==> config.mk <==
export PLATFORM = sky130hd
export DESIGN_NAME = alu_seq_nbit
export DESIGN_NICKNAME = d
export VERILOG_FILES = /design/src/rtl/alu_seq_nbit.sv
export SDC_FILE = /design/constraint.sdc
export NUM_CORES = 1
export LEC_CHECK = 0
export BUFFER_PORTS_ARGS = -buffer_cell sky130_fd_sc_hd__clkbuf_2
export CORE_MARGIN = 4
export CORE_UTILIZATION = 30
export DETAILED_ROUTE_END_ITERATION = 6
export SYNTH_ARGS = -nofsm -noshare
export SYNTH_HDL_FRONTEND = slang
export SYNTH_SLANG_ARGS = --single-unit
export TNS_END_PERCENT = 5
==> constraint.sdc <==
create_clock -name clk -period 4 [get_ports clk]
set_clock_uncertainty 0.1 [all_clocks]
set_input_delay 0.8 -clock clk [delete_from_list [all_inputs] [get_ports clk]]
set_output_delay 0.8 -clock clk [all_outputs]
set_load 0.03 [all_outputs]
==> src/rtl/alu_seq_nbit.sv <==
// Sequential N-bit ALU: multi-cycle mul/div, followed by a sequential double-dabble
// conversion that drives an active-low seven-segment display of the result.
module alu_seq_nbit #(
    parameter int WIDTH  = 4,
    parameter int DIGITS = 3
) (
    input  logic                  clk,
    input  logic                  rst_n,
    input  logic [WIDTH-1:0]      a,
    input  logic [WIDTH-1:0]      b,
    input  logic [2:0]            op,
    input  logic                  start,
    output logic                  busy,
    output logic                  done,
    output logic [2*WIDTH-1:0]    result,
    output logic                  carry,
    output logic                  neg,
    output logic                  zero,
    output logic                  err,
    output logic [7*DIGITS-1:0]   seg
);

    localparam int RW    = 2 * WIDTH;
    localparam int BW    = 4 * DIGITS;
    localparam int CNT_W = $clog2(RW);

    localparam logic [2:0] OP_ADD = 3'd0;
    localparam logic [2:0] OP_SUB = 3'd1;
    localparam logic [2:0] OP_MUL = 3'd2;
    localparam logic [2:0] OP_DIV = 3'd3;
    localparam logic [2:0] OP_AND = 3'd4;
    localparam logic [2:0] OP_OR  = 3'd5;
    localparam logic [2:0] OP_XOR = 3'd6;

    localparam logic [6:0] SEG_BLANK = 7'b1111111;
    localparam logic [6:0] SEG_DASH  = 7'b0111111;
    localparam logic [7*DIGITS-1:0] SEG_RST = {{(7*DIGITS-7){1'b1}}, 7'b1000000};

    typedef enum logic [1:0] {IDLE, CALC, CONV, DONE} state_t;

    state_t             state;
    logic [WIDTH-1:0]   opa, opb;
    logic [2:0]         opr;
    logic [RW-1:0]      work;
    logic [WIDTH-1:0]   rem;
    logic [CNT_W-1:0]   cnt;

    logic [RW-1:0]      res_p;
    logic               carry_p, neg_p, zero_p, err_p;
    logic [RW-1:0]      bin;
    logic [BW-1:0]      bcd;

    logic [WIDTH:0]     mul_sum;
    logic [RW-1:0]      mul_next;
    logic [WIDTH:0]     div_shift, div_trial;
    logic               div_ok;
    logic [WIDTH-1:0]   rem_next, quo_next;
    logic [WIDTH:0]     add_sum;

    logic [RW-1:0]      res_c, disp_c;
    logic               carry_c, neg_c, err_c, zero_c, iter_c, calc_last;

    logic [BW-1:0]      bcd_adj;
    logic [BW+RW-1:0]   dd_next;
    logic [7*DIGITS-1:0] seg_c;
    logic               lit;

    function automatic logic [6:0] seg7(input logic [3:0] d);
        case (d)
            4'd0:    seg7 = 7'b1000000;
            4'd1:    seg7 = 7'b1111001;
            4'd2:    seg7 = 7'b0100100;
            4'd3:    seg7 = 7'b0110000;
            4'd4:    seg7 = 7'b0011001;
            4'd5:    seg7 = 7'b0010010;
            4'd6:    seg7 = 7'b0000010;
            4'd7:    seg7 = 7'b1111000;
            4'd8:    seg7 = 7'b0000000;
            4'd9:    seg7 = 7'b0010000;
            default: seg7 = SEG_BLANK;
        endcase
    endfunction

    // One shift-add multiply step and one restoring-divide step per CALC cycle
    always_comb begin
        mul_sum   = {1'b0, work[RW-1:WIDTH]} + (work[0] ? {1'b0, opa} : '0);
        mul_next  = {mul_sum, work[WIDTH-1:1]};
        div_shift = {rem, work[WIDTH-1]};
        div_trial = div_shift - {1'b0, opb};
        div_ok    = ~div_trial[WIDTH];
        rem_next  = div_ok ? div_trial[WIDTH-1:0] : div_shift[WIDTH-1:0];
        quo_next  = {work[WIDTH-2:0], div_ok};
        add_sum   = {1'b0, opa} + {1'b0, opb};
    end

    always_comb begin
        res_c   = '0;
        carry_c = 1'b0;
        neg_c   = 1'b0;
        err_c   = 1'b0;
        iter_c  = 1'b0;
        case (opr)
            OP_ADD: begin
                res_c   = {{(WIDTH-1){1'b0}}, add_sum};
                carry_c = add_sum[WIDTH];
            end
            OP_SUB: begin
                if (opa >= opb) begin
                    res_c = {{WIDTH{1'b0}}, opa - opb};
                end else begin
                    res_c = {{WIDTH{1'b0}}, opb - opa};
                    neg_c = 1'b1;
                end
            end
            OP_MUL: begin
                res_c  = mul_next;
                iter_c = 1'b1;
            end
            OP_DIV: begin
                if (opb == '0) begin
                    err_c = 1'b1;
                end else begin
                    res_c  = {rem_next, quo_next};
                    iter_c = 1'b1;
                end
            end
            OP_AND:  res_c = {{WIDTH{1'b0}}, opa & opb};
            OP_OR:   res_c = {{WIDTH{1'b0}}, opa | opb};
            OP_XOR:  res_c = {{WIDTH{1'b0}}, opa ^ opb};
            default: err_c = 1'b1;
        endcase
        // The display shows only the quotient for a division
        disp_c    = (opr == OP_DIV) ? {{WIDTH{1'b0}}, res_c[WIDTH-1:0]} : res_c;
        zero_c    = (disp_c == '0) && !err_c;
        calc_last = !iter_c || (cnt == CNT_W'(WIDTH - 1));
    end

    always_comb begin
        bcd_adj = bcd;
        for (int i = 0; i < DIGITS; i++) begin
            if (bcd[4*i +: 4] >= 4'd5)
                bcd_adj[4*i +: 4] = bcd[4*i +: 4] + 4'd3;
        end
        dd_next = {bcd_adj, bin} << 1;
    end

    // Blank leading zeros from the top digit down; the units digit is always lit
    always_comb begin
        seg_c = '1;
        lit   = 1'b0;
        for (int i = DIGITS - 1; i >= 0; i--) begin
            if (bcd[4*i +: 4] != 4'd0 || i == 0)
                lit = 1'b1;
            if (err_p)
                seg_c[7*i +: 7] = SEG_DASH;
            else if (lit)
                seg_c[7*i +: 7] = seg7(bcd[4*i +: 4]);
            else
                seg_c[7*i +: 7] = SEG_BLANK;
        end
    end

    always_ff @(posedge clk) begin
        if (!rst_n) begin
            state  <= IDLE;
            busy   <= 1'b0;
            done   <= 1'b0;
            result <= '0;
            carry  <= 1'b0;
            neg    <= 1'b0;
            zero   <= 1'b0;
            err    <= 1'b0;
            seg    <= SEG_RST;
        end else begin
            done <= 1'b0;
            case (state)
                IDLE: begin
                    if (start) begin
                        opa   <= a;
                        opb   <= b;
                        opr   <= op;
                        work  <= (op == OP_MUL) ? {{WIDTH{1'b0}}, b} : {{WIDTH{1'b0}}, a};
                        rem   <= '0;
                        cnt   <= '0;
                        busy  <= 1'b1;
                        state <= CALC;
                    end
                end
                CALC: begin
                    if (calc_last) begin
                        res_p   <= res_c;
                        carry_p <= carry_c;
                        neg_p   <= neg_c;
                        zero_p  <= zero_c;
                        err_p   <= err_c;
                        bin     <= disp_c;
                        bcd     <= '0;
                        cnt     <= '0;
                        state   <= CONV;
                    end else begin
                        work <= (opr == OP_MUL) ? mul_next : {{WIDTH{1'b0}}, quo_next};
                        rem  <= rem_next;
                        cnt  <= cnt + 1'b1;
                    end
                end
                CONV: begin
                    bcd <= dd_next[BW+RW-1:RW];
                    bin <= dd_next[RW-1:0];
                    cnt <= cnt + 1'b1;
                    if (cnt == CNT_W'(RW - 1))
                        state <= DONE;
                end
                DONE: begin
                    result <= res_p;
                    carry  <= carry_p;
                    neg    <= neg_p;
                    zero   <= zero_p;
                    err    <= err_p;
                    seg    <= seg_c;
                    done   <= 1'b1;
                    busy   <= 1'b0;
                    state  <= IDLE;
                end
                default: state <= IDLE;
            endcase
        end
    end

endmodule

==> results of run 1 <==
worst min-delay path by stage:
| stage | end | slack, ns | start | cells after the start |
|---|---|---|---|---|
| after floorplan | seg[7] | 0.32 | flop | 2 |
| after global placement | seg[11] | 0.34 | flop | 2 |
| final | seg[7] | 0.35 | flop | 2 |
| after CTS | seg[7] | 0.35 | flop | 2 |
| after global routing | seg[7] | 0.36 | flop | 2 |
| after detailed placement | seg[7] | 0.34 | flop | 2 |
kinds of logic after synthesis:
kind of cell               Yosys count
AOI/OAI and AO/OA                  143
xor gates and xnor gates            12
adders and majority gates           57
buffers and inverters               70
DFF                                116
muxes                               48
and+or+nand+nor                    169
metrics by stage:
stage	hold WS, ns	instance area, µm²	total power, mW
6_report	0.350	7500	4.99
5_1_grt	0.358	7500	5.33
4_1_cts	0.353	7500	5.03
3_5_place_dp	0.340	6900	3.51
3_3_place_gp	0.336	6900	3.50
2_1_floorplan	0.318	6380	3.09
cell usage in the layout, fill, tap and decap left out, drive strengths merged, types with 3 or more instances in the layout:
cell,n
o221ai,5
mux2i,35
nor2,44
nor4,4
o22ai,15
nand2,45
xor2,3
nor3b,3
mux2,13
o22a,4
a21oi,36
a221oi,5
o211ai,4
nor3,4
a22oi,4
ha,52
fa,5
nor2b,19
o21ai,27
o2111ai,3
o21a,4
nand3,5
o221a,6
clkbuf,73
and3,7
inv,40
a21boi,3
edfxtp,58
dfxtp,58
clkinv,7
nand2b,11
and2,15
a2bb2oi,6
buf,7
xnor2,9
o21bai,4
a21o,6
cell type report:
class,instances,area [µm²]
fill,2114,13500
multi-input combinational,429,3190
sequential,116,2900
clock buffer,25,571
tap,275,344
timing repair buffer,55,305
inverter,41,155
clock inverter,6,33.8
worst min-delay path: cells and delay by family, from the launching register on:
family / cells / cell delay (ns)
AO/OA/AOI/OAI: 1 / 0.06
flip-flops: 1 / 0.31
AND/OR/NAND/NOR: 1 / 0.05
per-layer routing:
layer | routed length [µm] | global-route usage [%]
met5 | 0 | 0
met4 | 268 | 4.42
met3 | 577 | 3.38
met2 | 6260 | 18.7
met1 | 6690 | 16.2
power by group:
| part | switching, mW | internal, mW |
|---|---|---|
| sequential | 0.176 | 1.61 |
| combinational | 1.02 | 0.687 |
| clock | 0.517 | 0.981 |
| total | 1.71 | 3.28 |
==> impl_metrics.py, run 1 <==
metrics = {
    "yosys": {
        "synthCells": 615,
        "syn_area_um2": 6380,
        "synthTopCellsByArea": "edfxtp_1, dfxtp_1, ha_1, mux2i_1, a21oi_1",
        "synth_warnings": 0,
        "synthMuxAreaShare_pct": 7.78,
        "synth-main-ff-cell": "edfxtp_1",
        "avgSynthCellArea_um2": 10.4,
        "ys_async_sr_fraction_pct": 0,
        "synth_edf_count": 58,
        "yosysTopAreaCell": "edfxtp_1",
        "ys_ff_latch": 116,
        "yosysSeqAreaShare_pct": 45.5,
        "mappedNetlistNets": 686,
        "synth-compound-area-share_pct": 15.3,
        "synth_top_area_share_pct": 27.3,
        "synthTopCellsByCount": "dfxtp_1, edfxtp_1, ha_1",
        "synthAdderAreaFrac_pct": 11.8,
        "synth_simple_gate_area_share_pct": 13.4,
        "synth_xor_area_share_pct": 1.65,
        "synth_top_family_by_area": "compound AO/OA/AOI/OAI gates",
        "synth_cell_type_count": 59,
    },
    "worst_setup_path": {
        "r2r_setup_slack_ns": 0.71,
        "cp-start-kind": "flop",
        "path_buf_inv": 3,
        "timing.rr.start": "opb[1]",
        "cp_top_family": "simple AND/OR/NAND/NOR gates",
        "reg2regPathDepth": 10,
        "crit_arrival_ns": 3.46,
        "max_stage_delay_ns": 0.60,
        "crit_path_end_kind": "flop",
        "crit_type": "reg2reg",
        "crit_path_cell_trace": "or4_4, o2111ai_4, nand2_4, clkinv_2, buf_12, mux2i_1, inv_1, ha_1, o21bai_1, a22oi_1",
        "cp.required_ns": 4.17,
        "cp.depth": 10,
        "critPathMaxFanout": 28,
        "crit_slowest_cell": "or4_4",
        "critPathLaunch": "opb[1]",
    },
    "power": {
        "p_leak_nw": 3.03,
        "pwr_density_cell_nw_per_um2": 665,
        "irDropWorstVdd_uv": 322,
    },
    "placement": {
        "post-place-cells": 916,
        "io_buffers": 48,
        "gp_congestion": 0.841,
        "pre_cts_ws_ns": 0.701,
        "hpwl_mm": 9.98,
    },
    "grt": {
        "grt_usage_pct": 12.1,
        "grt_first_pass_wirelength_mm": 23.2,
        "antenna_found_initial": 0,
        "grt_max_degree": 41,
        "grt_overflow": 0,
        "grt_pass1_vias": 4431,
    },
    "sta": {
        "max_slew_margin_pct": 49.8,
        "tns_ns": 0,
        "slew_violations": 0,
        "layout_setup_ws_ns": 0.710,
        "fmax_ghz": 0.304,
        "worstMarginPinSlew_ns": 0.747,
        "setup_violations": 0,
        "min_period_ns": 3.29,
        "hold_viol": 0,
        "rsz0062_at_grt": "no",
        "fin_crit_sh_pct": 82.2,
    },
    "clocking": {
        "h-tree-depth": 4,
        "holdBufCountCts": 0,
        "cts_setup_buffers": 0,
        "cts_max_path_buffers": 2,
        "cts-root-buf": "clkbuf_16",
        "clk_pin_slew_ns": 0.05,
        "cts_sinks": 116,
        "cts_buffers": 17,
        "cts_tree": "done",
        "clock_latency_ns": 0.42,
        "ctsResizeCount": 0,
    },
    "route": {
        "first_pass_iters": 5,
        "wire_per_inst_um": 14.6,
        "vias": 4606,
        "wirelength_mm": 13.8,
        "drt_iter0_markers": 296,
        "antenna_left": 0,
        "drcViolationCount": 0,
        "viasPerCell": 4.86,
    },
    "final_layout": {
        "nets": 731,
        "final_cells": 947,
        "drive_gt1_share_pct": 17.4,
        "n_antenna_cell": 0,
        "postLayoutCoreUtil_pct": 35.8,
        "syn_to_final_growth_pct": 17.5,
    },
    "outcome": {
        "status": "finished, final reports clean",
    },
    "floorplanning": {
        "die-area_um2": 23700,
        "die_x_um": 154,
        "ios": 49,
        "fp.dieH_um": 154,
        "core_area_um2": 21000,
        "rows": 53,
        "start_util_pct": 30.5,
    },
    "job": {
        "cap_viol_max_count": 0,
    },
    "worst_hold_path": {
        "min_path_type": "reg2reg",
    },
}
Power figures use the tool's default switching activity.
==> run 2, diff against run 1 <==
ABC_AREA = 1   (was unset)
clock period = 2.8 ns   (was 4 ns; I/O delays follow)
==> run 2 against run 1 <==
  * Die area shrank 1.3%
  * Sequential power increased by 40%
  * Utilization is 0.51 points higher
  * Final area is 1.1% lower
  * Maximum frequency rose by 33%
  * Largest cell class unchanged
==> impl_metrics.py, run 2 <==
metrics = {
    "power": {
        "p_leak_nw": 3.47,
        "pwr_density_cell_nw_per_um2": 940,
        "irDropWorstVdd_uv": 458,
        "power_mw": 6.98,
    },
    "worst_setup_path": {
        "reg2regPathDepth": 9,
        "crit_path_end_kind": "flop",
        "critPathLaunch": "work[3]",
        "cp-start-kind": "flop",
        "timing.rr.end": "res_p[6]",
        "crit_type": "reg2reg",
        "crit_end": "res_p[6]",
        "r2r_setup_slack_ns": 0.33,
        "critPathMaxFanout": 9,
        "timing.rr.start": "work[3]",
        "crit_arrival_ns": 2.48,
        "cp.required_ns": 2.81,
    },
    "yosys": {
        "mappedNetlistNets": 809,
        "ys_ff_latch": 116,
        "syn_area_um2": 6300,
        "synth_cell_type_count": 40,
        "synthTopCellsByCount": "nand2_1, inv_1, nor2_1",
        "synth_warnings": 0,
        "yosysMostFrequentCell": "nand2_1",
        "avgSynthCellArea_um2": 8.53,
        "synthTopCellsByArea": "edfxtp_1, dfxtp_1, ha_1, nand2_1, nand3_1",
        "synthCells": 738,
        "yosysTopAreaCell": "edfxtp_1",
        "synth_top_area_share_pct": 27.7,
        "ys_async_sr_fraction_pct": 0,
        "synth_edf_count": 58,
        "yosysSeqAreaShare_pct": 46.1,
        "synth-main-ff-cell": "edfxtp_1",
    },
    "placement": {
        "gp_congestion": 0.890,
        "hpwl_mm": 10.3,
        "io_buffers": 48,
        "post-place-cells": 1052,
    },
    "sta": {
        "fmax_ghz": 0.406,
        "rsz0062_at_grt": "no",
        "tns_ns": 0,
        "worstMarginPinSlew_ns": 0.438,
        "setup_violations": 0,
        "slew_violations": 0,
        "holdWs_ns": 0.233,
        "min_period_ns": 2.47,
        "max_slew_margin_pct": 70.7,
        "fin_crit_sh_pct": 88.1,
        "hold_viol": 0,
    },
    "final_layout": {
        "syn_to_final_growth_pct": 17.8,
        "final_cells": 1084,
        "multi_input_area_um2": 2950,
        "seq_area_um2": 2900,
        "layout_common_cells": "nand2_1, nor2_1, inv_1",
        "nets": 872,
        "fillers": 2103,
        "postLayoutCoreUtil_pct": 36.3,
        "n_antenna_cell": 0,
        "drive_gt1_share_pct": 15.8,
        "mostFrequentLayoutCell": "nand2_1",
    },
    "floorplanning": {
        "core_area_um2": 20400,
        "ios": 49,
        "start_util_pct": 30.8,
        "fp.dieH_um": 153,
        "die-area_um2": 23400,
        "die_x_um": 153,
        "rows": 52,
    },
    "route": {
        "drt_iter0_markers": 336,
        "antenna_left": 0,
        "wirelength_mm": 14.1,
        "wl_met2_mm": 6.26,
        "wire_per_inst_um": 13.0,
        "drcViolationCount": 0,
        "viasPerCell": 4.65,
        "wl_met1_mm": 6.89,
        "route.met3.wl_um": 824,
        "first_pass_iters": 5,
        "highest_layer": "met4",
        "vias": 5041,
    },
    "grt": {
        "grt_first_pass_wirelength_mm": 23.6,
        "grt_max_degree": 34,
        "grt_usage_pct": 12.3,
        "grt_pass1_vias": 4736,
        "grt_overflow": 0,
        "antenna_found_initial": 0,
    },
    "clocking": {
        "clock_latency_ns": 0.41,
        "clk_pin_slew_ns": 0.05,
        "cts-root-buf": "clkbuf_16",
        "cts_max_path_buffers": 2,
        "h-tree-depth": 4,
        "cts_setup_buffers": 0,
        "cts_buffers": 17,
        "ctsResizeCount": 0,
        "holdBufCountCts": 0,
        "cts_sinks": 116,
        "cts_tree": "done",
    },
    "job": {
        "cap_viol_max_count": 0,
    },
    "worst_hold_path": {
        "min_path_type": "in2reg",
        "min_from": "op[2]",
    },
    "outcome": {
        "status": "finished, final reports clean",
    },
}
==> run 2: cell type report <==
type | count | area share (%)
Clock buffer | 22 | 6.41
Clock inverter | 10 | 0.742
Inverter | 94 | 4.76
Multi-Input combinational cell | 510 | 39.8
Sequential cell | 116 | 39.1
Tap cell | 270 | 4.55
Timing Repair Buffer | 62 | 4.66
==> run 2: cells by family (layout without fill, tap and decap cells) <==
logic type	count (synthesis)	in the layout	synth area share, %
adders and majority gates	57	57	11.9
AOI/OAI and AO/OA	96	96	9.04
xor gates and xnor gates	5	5	0.695
and+or+nand+nor	352	352	25.2
buffers and inverters	112	188	7.09
DFF	116	116	46.1
==> run 2: through the flow <==
stage | area [µm²] | worst slack [ns]
floorplan | 6300 | 0.322
global placement | 6890 | 0.399
detailed placement | 6890 | 0.365
CTS | 7420 | 0.326
global route | 7420 | 0.129
finish | 7420 | 0.335
==> run 2: power by group <==
part / switching [mW] / total (mW) / internal, mW
logic: 1.71 / 2.54 / 0.837
registers: 0.188 / 2.50 / 2.31
clock network: 0.744 / 1.94 / 1.19
==> run 2: how the worst min path moves through the flow <==
stage,slack (ns),cells after the start,end
2_1_floorplan,0.32,2,seg[0]
3_3_place_gp,0.32,2,seg[2]
3_5_place_dp,0.33,2,seg[14]
4_1_cts,0.22,1,opb[0]
5_1_grt,0.22,1,opb[0]
6_report,0.23,1,opr[2]
==> run 2: routing by layer <==
layer	GRT usage [%]	up-vias
li1	-	2576
met1	16.6	2326
met2	18.8	127
met3	3.82	12
met4	4.33	0
met5	0	-
==> run 2: critical path: stages, from the launching register on <==
cell	delay, ns
edfxtp_1	0.42
inv_1	0.08
ha_1	0.13
inv_1	0.06
fa_1	0.40
nand3_1	0.11
nand3b_1	0.10
and2_1	0.26
o21ai_0	0.30
o21ai_0	0.20
==> run 3, diff against run 2 <==
==> constraint.sdc (replaced) <==
create_clock -name clk -period 2.8 [get_ports clk]
set_clock_uncertainty 0.1 [all_clocks]
set_input_delay 0.28 -clock clk [delete_from_list [all_inputs] [get_ports clk]]
set_output_delay 0.28 -clock clk [all_outputs]
set_load 0.03 [all_outputs]
==> run 3 against run 2 <==
  * Routed wire length down 0.58%
  * Sequential share of layout area decreased by 0.98 points
  * Critical path depth is 2 higher
  * Sequential power barely moved
  * Largest cell class unchanged
  * Combinational power about the same
  * Die area unchanged
  * Utilization grew 0.93 points
  * Cell count grew 1.0%
  * Clock-buffer cell count up 4
  * First-iteration DRC count decreased by 7.1%
  * Power is 3.8% higher
  * Via count shrank 0.36%
==> impl_metrics.py, run 3 (same netlist as run 2, synthesis figures left out) <==
metrics = {
    "outcome": {
        "status": "finished, final reports clean",
    },
    "sta": {
        "worstMarginPinSlew_ns": 0.444,
        "layout_setup_ws_ns": 0.326,
        "setup_violations": 0,
        "fmax_ghz": 0.404,
        "max_slew_margin_pct": 70.3,
        "rsz0062_at_grt": "no",
        "slew_violations": 0,
        "fin_crit_sh_pct": 88.4,
        "hold_viol": 0,
        "tns_ns": 0,
        "min_period_ns": 2.47,
    },
    "grt": {
        "gr-usage-met1_pct": 16.4,
        "grt_max_degree": 34,
        "use_met2_pct": 18.7,
        "grt_first_pass_wirelength_mm": 23.8,
        "grt_overflow": 0,
        "grtUsageMet3_pct": 3.96,
        "antenna_found_initial": 0,
        "grt-busiest-layer": "met2",
        "grt_pass1_vias": 4942,
        "grt_usage_pct": 12.5,
    },
    "floorplanning": {
        "die-area_um2": 23400,
        "ios": 49,
        "start_util_pct": 30.8,
        "die_x_um": 153,
        "rows": 52,
        "core_area_um2": 20400,
        "fp.dieH_um": 153,
    },
    "clocking": {
        "clock_latency_ns": 0.41,
        "cts-root-buf": "clkbuf_16",
        "cts_tree": "done",
        "h-tree-depth": 4,
        "cts_max_path_buffers": 2,
        "ctsResizeCount": 0,
        "cts_buffers": 17,
        "cts_sinks": 116,
        "clk_pin_slew_ns": 0.05,
    },
    "worst_hold_path": {
        "min_path_type": "in2reg",
        "min_from": "start",
    },
    "placement": {
        "pre_cts_ws_ns": 0.346,
        "hpwl_mm": 10.2,
        "place_area_um2": 6890,
        "gp_congestion": 0.890,
        "io_buffers": 48,
    },
    "worst_setup_path": {
        "crit_path_end_kind": "flop",
        "cp-start-kind": "flop",
        "max_stage_delay_ns": 0.38,
        "cp_top_family": "simple AND/OR/NAND/NOR gates",
        "timing.rr.start": "state[1]",
        "crit_type": "reg2reg",
        "r2r_setup_slack_ns": 0.33,
        "crit_path_cell_trace": "inv_1, ha_1, inv_2, a21oi_4, nand2_4, nand2_1, nand2_1, ha_1, nand3_1, nand3_1, nand2_1",
        "crit_slowest_cell": "ha_1",
        "cp.depth": 11,
        "crit_arrival_ns": 2.67,
        "critPathMaxFanout": 16,
        "cp.required_ns": 3.00,
        "crit_top_cell": "nand2_1",
        "path_buf_inv": 2,
        "reg2regPathDepth": 11,
        "critPathLaunch": "state[1]",
    },
    "route": {
        "drt_iter0_markers": 312,
        "drcViolationCount": 0,
        "viasPerCell": 4.59,
        "vias": 5023,
        "antenna_left": 0,
        "wire_per_inst_um": 12.8,
        "wirelength_mm": 14.0,
        "first_pass_iters": 5,
    },
    "power": {
        "p_leak_nw": 3.55,
        "pwr_density_cell_nw_per_um2": 951,
        "irDropWorstVdd_uv": 435,
    },
    "final_layout": {
        "drive_gt1_share_pct": 15.6,
        "mostFrequentLayoutCell": "nand2_1",
        "syn_to_final_growth_pct": 20.8,
        "nets": 883,
        "stdcell_area_um2": 7610,
        "n_antenna_cell": 0,
        "layout_common_cells": "nand2_1, nor2_1, inv_1",
    },
    "job": {
        "cap_viol_max_count": 0,
    },
}
## run 3: changes by cell type in the layout (fill, tap and decap cells not counted)
| cell | before | now |
|---|---|---|
| bufinv_16 | 0 | 1 |
| clkbuf_16 | 18 | 20 |
| clkbuf_8 | 1 | 3 |
| clkinv_2 | 8 | 3 |
| clkinv_4 | 1 | 0 |
| dlygate4sd3_1 | 0 | 11 |
| inv_4 | 1 | 2 |
## run 3: per-stage QoR
step           power, mW  hold WS, ns  util, %  cells
4_1_cts             7.31        0.102     37.2   1095
3_5_place_dp        5.07        0.333     33.7   1052
2_1_floorplan       4.45        0.279        -    738
3_3_place_gp        5.05        0.324     33.7   1052
6_report            7.24        0.122     37.2   1095
5_1_grt             7.80        0.182     37.2   1095
## run 3: timing repair
| action | CTS | global route |
|---|---|---|
| endpoints found under the setup margin | 0 | 0 |
| setup buffers | 0 | 0 |
| hold buffers | 11 | 0 |
| hold endpoints to repair | 11 | 0 |
## run 3: per-layer routing
metal / part of all wire, % / vias up
met2: 43 / 128
li1: - / 2591
met3: 6.1 / 20
met4: 1.7 / 0
met1: 49 / 2284
met5: 0 / -
## run 3: area by class of cell
| class | count | area [µm²] |
|---|---|---|
| timing repair buffer | 73 | 455 |
| inverter | 94 | 353 |
| tap | 270 | 338 |
| fill | 2084 | 12800 |
| sequential | 116 | 2900 |
| multi-input combinational | 510 | 2950 |
| clock inverter | 6 | 57.6 |
| clock buffer | 26 | 553 |
## run 3: how the worst min path moves through the flow
stage / endpoint / slack, ns / depth (start not counted)
final: busy / 0.12 / 3
after global routing: busy / 0.18 / 4
after CTS: busy / 0.10 / 3
after detailed placement: seg[10] / 0.33 / 2
after global placement: seg[2] / 0.32 / 2
after floorplan: opa[0] / 0.28 / 0
## run 3: worst register-to-register path: cells and delay by family (launching register included)
| kind | cells | cell delay [ns] |
|---|---|---|
| AND/OR/NAND/NOR | 6 | 0.71 |
| adder cells (fa/ha/maj) | 2 | 0.70 |
| AO/OA/AOI/OAI | 1 | 0.34 |
| flip-flops | 1 | 0.32 |
| buffers and inverters | 2 | 0.20 |
## run 3: power breakdown
| group | switching, mW | internal, mW | leakage [nW] |
|---|---|---|---|
| sequential | 0.189 | 2.31 | 1.02 |
| combinational | 1.71 | 0.846 | 2.22 |
| clock | 0.741 | 1.45 | 0.306 |
| total | 2.64 | 4.60 | 3.55 |
